`src/rtl/tx_serial_escalonador.sv`:
```
// -----------------------------------------------------------------------------
// tx_serial_escalonador
// Transmit controller for a serial datapath shared by two requesters (A, B).
// A round-robin arbiter picks a requester, the byte is presented to the
// datapath, and one desloca/conta pulse is issued every CLKS_POR_BIT clocks
// until the datapath bit counter reports fim. A one-cycle pronto closes the
// frame.
//
// Ports
//   clock        in   system clock, rising edge
//   reset        in   asynchronous, active-high
//   req_a/req_b  in   transmit requests, level-held until the matching ack
//   dados_a/b    in   8-bit bytes for A / B
//   fim          in   datapath bit counter terminal flag
//   zera         out  datapath counter clear
//   carrega      out  datapath shift-register load
//   conta        out  datapath count enable
//   desloca      out  datapath shift enable
//   dados_ascii  out  byte presented to the datapath (held between frames)
//   ack_a/ack_b  out  one-cycle grant pulse
//   pronto       out  one-cycle end-of-frame pulse
//   ocupado      out  high whenever the controller is not idle
//   db_estado    out  state code for debug
// -----------------------------------------------------------------------------
module tx_serial_escalonador #(
    parameter int CLKS_POR_BIT = 5208
) (
    input  logic       clock,
    input  logic       reset,
    input  logic       req_a,
    input  logic       req_b,
    input  logic [7:0] dados_a,
    input  logic [7:0] dados_b,
    input  logic       fim,
    output logic       zera,
    output logic       carrega,
    output logic       conta,
    output logic       desloca,
    output logic [7:0] dados_ascii,
    output logic       ack_a,
    output logic       ack_b,
    output logic       pronto,
    output logic       ocupado,
    output logic [3:0] db_estado
);

    typedef enum logic [2:0] {
        INICIAL     = 3'd0,
        PREPARACAO  = 3'd1,
        ESPERA      = 3'd2,
        TRANSMISSAO = 3'd3,
        FINAL       = 3'd4
    } estado_t;

    localparam logic [15:0] TIMER_MAX = 16'(CLKS_POR_BIT - 1);

    estado_t     estado;
    estado_t     proximo;
    logic [15:0] timer;
    logic        tick;
    logic        ultimo_b;   // last granted requester was B
    logic        concede_b;  // requester granted for the frame in progress is B
    logic        escolha_b;  // arbitration result for the current cycle

    assign tick      = (timer == TIMER_MAX);
    assign db_estado = {1'b0, estado};

    // Round-robin choice: a lone requester wins; on a tie the one not served last wins.
    always_comb begin
        escolha_b = 1'b0;
        if (req_a && req_b) begin
            escolha_b = ~ultimo_b;
        end else if (req_b) begin
            escolha_b = 1'b1;
        end else begin
            escolha_b = 1'b0;
        end
    end

    // Next-state logic; fim has priority over the bit tick in ESPERA.
    always_comb begin
        proximo = INICIAL;
        case (estado)
            INICIAL: begin
                if (req_a || req_b) begin
                    proximo = PREPARACAO;
                end else begin
                    proximo = INICIAL;
                end
            end
            PREPARACAO: proximo = ESPERA;
            ESPERA: begin
                if (fim) begin
                    proximo = FINAL;
                end else if (tick) begin
                    proximo = TRANSMISSAO;
                end else begin
                    proximo = ESPERA;
                end
            end
            TRANSMISSAO: proximo = ESPERA;
            FINAL:       proximo = INICIAL;
            default:     proximo = INICIAL;
        endcase
    end

    // State, bit timer, arbitration history and registered Moore outputs.
    // Outputs are registered from the next state so each one is a flop that
    // reflects the current state in the following cycle.
    always_ff @(posedge clock or posedge reset) begin
        if (reset) begin
            estado      <= INICIAL;
            timer       <= 16'd0;
            ultimo_b    <= 1'b1;
            concede_b   <= 1'b0;
            dados_ascii <= 8'h00;
            zera        <= 1'b0;
            carrega     <= 1'b0;
            conta       <= 1'b0;
            desloca     <= 1'b0;
            ack_a       <= 1'b0;
            ack_b       <= 1'b0;
            pronto      <= 1'b0;
            ocupado     <= 1'b0;
        end else begin
            estado <= proximo;

            // Timer runs only while a bit is being timed; wraps on tick.
            if ((estado == ESPERA) || (estado == TRANSMISSAO)) begin
                timer <= tick ? 16'd0 : (timer + 16'd1);
            end else begin
                timer <= 16'd0;
            end

            // Capture grant and byte on entry to PREPARACAO (only reachable from INICIAL).
            if ((estado == INICIAL) && (proximo == PREPARACAO)) begin
                concede_b   <= escolha_b;
                dados_ascii <= escolha_b ? dados_b : dados_a;
            end

            if (estado == FINAL) begin
                ultimo_b <= concede_b;
            end

            zera    <= (proximo == PREPARACAO);
            carrega <= (proximo == PREPARACAO);
            conta   <= (proximo == TRANSMISSAO);
            desloca <= (proximo == TRANSMISSAO);
            ack_a   <= (proximo == PREPARACAO) && !escolha_b;
            ack_b   <= (proximo == PREPARACAO) && escolha_b;
            pronto  <= (proximo == FINAL);
            ocupado <= (proximo != INICIAL);
        end
    end

endmodule

```
`config.mk`:
```
export PLATFORM = sky130hd
export DESIGN_NAME = tx_serial_escalonador
export DESIGN_NICKNAME = d
export VERILOG_FILES = /design/src/rtl/tx_serial_escalonador.sv
export SDC_FILE = /design/constraint.sdc
export NUM_CORES = 1
export LEC_CHECK = 0
export ABC_CLOCK_PERIOD_IN_PS = 1900
export BUFFER_PORTS_ARGS = -buffer_cell sky130_fd_sc_hd__buf_2
export CAP_MARGIN = 20
export CORE_ASPECT_RATIO = 0.5
export CORE_MARGIN = 2
export CORE_UTILIZATION = 53
export DETAILED_ROUTE_END_ITERATION = 8
export PLACE_DENSITY_LB_ADDON = 0.08
export SYNTH_ARGS = -nofsm -noshare
export SYNTH_HDL_FRONTEND = slang
export SYNTH_SLANG_ARGS = --single-unit
```
`constraint.sdc`:
```
create_clock -name clock -period 1.9 [get_ports clock]
set_input_delay 0.095 -clock clock [delete_from_list [all_inputs] [get_ports clock]]
set_output_delay 0.095 -clock clock [all_outputs]
set_load 0.02 [all_outputs]
```
==> results.md <==
Detailed routing:
- The number of nets with antenna violations after routing is 0.
- After the first detailed-routing iteration, the DRC count stood at 38.
- The via density per instance is 5.06.
- Detailed routing inserted a total of 1174 vias.
- Dividing the detail-routed wire length by the instance count gives around 13 µm.
- The total iterations of the first detailed-routing run is 4.
- For this run, design rule violations remaining after detail routing come to 0.
- The wire length reported by the detailed router is 2.95 mm.

Synthesis:
- The part of the Yosys area used for sequential elements is 50.7%.
- The mapped netlist covers between 1500 and 2000 µm².
- The average cell area after synthesis is 11.5 µm².
- The count of unique library cells instantiated by Yosys is 36.
- The register bit count reported by yosys is 35.
- The number of nets in the synthesized netlist is 172.
- The instance count of the mapped netlist is 150.
- For this run, the number of Yosys warnings is 0.

Critical path:
- The library cell contributing the largest single delay on the critical path is or4_4.
- The worst setup path is launched from a flop.
- The critical path contains buffers and inverters numbering 0 combined.
- The start of the worst register-to-register path is estado[1].
- The slack of the worst reg-to-reg path is between 0.3 and 0.4 ns.
- The family with the most delay on the worst path is simple AND/OR/NAND/NOR gates.
- The largest fanout on the critical path is 21.
- On the worst path, the slowest cell contributes a delay of 0.68 ns.
- The setup path with the least slack is of type flop to flop.
- The data required time of the worst path is 2.13 ns.
- STA classifies the critical path endpoint as a flop.
- The endpoint of the most critical register-to-register path is concede_b.
- Data arrives at the worst endpoint at 1.75 ns.
- The signal on the critical path passes through or4_4 -> nor2b_1 -> a21o_1.
- Counting cells, the worst reg-to-reg path comes to 3.

Hold path:
- Along the worst hold path, the cell count comes to 3.
- The startpoint of the most critical hold path is dados_a[4].
- The tightest min-delay check is of the input pin to flop type.
- The path with the worst hold slack has its endpoint at dados_ascii[4].

Clock network:
- Clock-pin slew was measured on the worst setup and hold paths at ~0.070 ns.
- The cell at the root of the clock tree is clkbuf_8.
- The number of clock buffers inserted by TritonCTS is 5.
- The number of hold buffers added after CTS is 1.
- The total setup buffers inserted after CTS is 0.
- CTS saw 35 sinks.
- The number of gates resized after cts is 0.
- CTS built an H-tree with a depth of 2.
- The deepest clock path buffer count is 2.
- The clock latency of the later-clocked register in the worst-skew pair is 0.28 ns.
- The CTS tree is yes.

Run:
- Max-cap violations in this run came to 0.

Power and ir drop:
- The total design power is 2.45 mW.
- The power per cell area is 1200 nW/µm².
- VDD sags by at most ~0.77 mV.
- The static leakage power is 0.932 nW.

Cells and area:
- The count of antenna diodes in the layout is 0.
- The number of flip-flops under the largest register name is 16.
- In the final layout, the share of cells above drive strength 1 is ~34%.
- The synthesis-to-finish area growth is 17.9%.
- In the final design database the tool counted 213 nets.
- The layout filler cell count is 246.
- The largest register by flop count is timer.
- The largest registers in the layout are timer (16), dados_ascii (8), estado (3).
- Once layout is complete, the cells apart from fillers number 232.

STA:
- The aggregate negative setup slack is 0 ns.
- The total count of hold-check failures in the final report is 0.
- The worst hold slack is 0.0768 ns.
- Setup repair after global routing left no endpoint under its margin.
- The final count of pins violating max slew is 0.
- The clock arrives with 0.00387 ns of skew.
- The post-route clock period utilization is 80.1%.
- Setup violations remaining at the end of the flow were counted as 0.
- The maximum achievable frequency is 0.657 GHz.
- In the post-route analysis, the smallest setup slack over all paths is 0.378 ns.
- Subtracting the final worst setup slack from the clock period gives 1.52 ns.

Die:
- The overall die area is roughly 3800 µm².
- In this run the horizontal extent of the chip is 84.8 µm.
- The number of ports placed on the die boundary is between 40 and 50.
- The number of rows created at floorplan is 14.
- The die is 44.4 µm tall.
- The initial core utilization is a little under three fifths.
- The region available for standard cell placement spans 3070 µm².

Placed design:
- OpenSTA, run right after detailed placement, puts the worst setup slack at between 0.15 and 0.2 ns.
- The count of buffers inserted at the top-level ports is 39.
- The final RePlAce weighted congestion is ~0.78.
- After detailed placement, the design holds a cell count of 222.
- The HPWL after detailed placement is 2.08 mm.

Global route:
- The global router's overall resource usage is 17.8%.
- The number of antenna violations at the first check in global routing was 0.
- The via count of the first global-routing pass is 1148.
- The first-pass GRT wire length is 5.11 mm.
- The largest net degree at the start of global routing is 36.
- The total overflow reported by the global router is 0.

Status:
- The flow ran to the end, and the final reports show no timing, DRC or antenna violations.
==> tightest hold or removal path: stages <==
cell     delay (ns)
buf_2          0.07
mux2i_1        0.05
o21ai_1        0.10
==> cells by family (layout without fill, tap and decap cells) <==
family	Yosys count	count (layout)	share of synthesized area (%)
DFF	35	35	50.7
AOI/OAI and AO/OA	13	13	4.05
xor gates and xnor gates	14	14	7.08
other	1	1	0.217
muxes	9	9	5.27
and+or+nand+nor	63	63	27.2
adders and majority gates	1	1	0.722
buffers and inverters	14	56	4.77
==> worst max path at each step <==
stage / from / end / slack, ns / cells past startpoint
finish: estado[1] / concede_b / 0.38 / 3
global route: timer[0] / timer[11] / 0.26 / 5
CTS: ultimo_b / dados_ascii[0] / 0.18 / 3
detailed placement: ultimo_b / dados_ascii[0] / 0.18 / 3
global placement: ultimo_b / dados_ascii[2] / 0.26 / 3
floorplan: estado[1] / concede_b / 0.42 / 3
==> Yosys cell counts, drive strengths merged <==
master | number | area [µm²]
a21boi | 1 | 7.51
a21o | 1 | 7.51
a21oi | 1 | 5.00
buf | 8 | 60.1
conb | 1 | 3.75
dfrtp | 34 | 851
dfstp | 1 | 26.3
ha | 1 | 12.5
inv | 6 | 22.5
mux2 | 1 | 11.3
mux2i | 8 | 80.1
nand2 | 13 | 48.8
nand3 | 5 | 55.1
nand3b | 1 | 20.0
nand4 | 4 | 40.0
nand4b | 1 | 23.8
nor2 | 23 | 88.8
nor2b | 1 | 6.26
nor3 | 3 | 15.0
nor4 | 6 | 83.8
nor4b | 1 | 23.8
nor4bb | 3 | 45.0
o21ai | 10 | 50.1
or4 | 1 | 11.3
or4b | 1 | 10.0
xnor2 | 12 | 105
xor2 | 2 | 17.5
==> metal layers <==
| layer | vias to the layer above | track usage (%) | wire [µm] |
|---|---|---|---|
| met3 | 6 | 5.60 | 136 |
| met4 | 0 | 6.67 | 31 |
| met2 | 26 | 27.2 | 1320 |
| li1 | 590 | - | - |
| met1 | 552 | 24.2 | 1470 |
| met5 | - | 0 | 0 |
==> through the flow <==
stage | util, % | cell area, µm²
3_5_place_dp | 62.8 | 1920
3_3_place_gp | 62.8 | 1920
5_1_grt | 66.6 | 2040
6_report | 66.6 | 2040
2_1_floorplan | - | 1730
4_1_cts | 66.4 | 2030
==> final cells by class <==
class | count | area [µm²] | area share [%]
flip-flops and latches | 35 | 877 | 43.0
multi-input cells | 101 | 772 | 37.8
repair buffers | 42 | 220 | 10.8
clock buffers | 8 | 100 | 4.90
well taps | 40 | 50.0 | 2.45
inverters | 6 | 22.5 | 1.10
==> where the power goes <==
part	internal, mW	total (mW)	switching, mW	leakage, nW
Clock	0.331	0.590	0.259	0.0515
Combinational	0.287	0.791	0.504	0.421
Sequential	0.935	1.07	0.136	0.459
Total	1.55	2.45	0.899	0.932
==> placed cells by master, fill, tap and decap left out, types with 2 or more instances in the layout <==
cell,n
mux2i_1,8
nor2_1,22
dfrtp_1,34
nor3_1,3
buf_2,39
o21ai_1,8
nand3_1,2
nand4_1,3
inv_1,6
xnor2_1,12
nor4bb_1,2
nand3_4,2
clkbuf_8,7
o21ai_0,2
nor4_2,5
buf_4,2
xor2_1,2
nand2_1,13
Power figures use the tool's default switching activity.
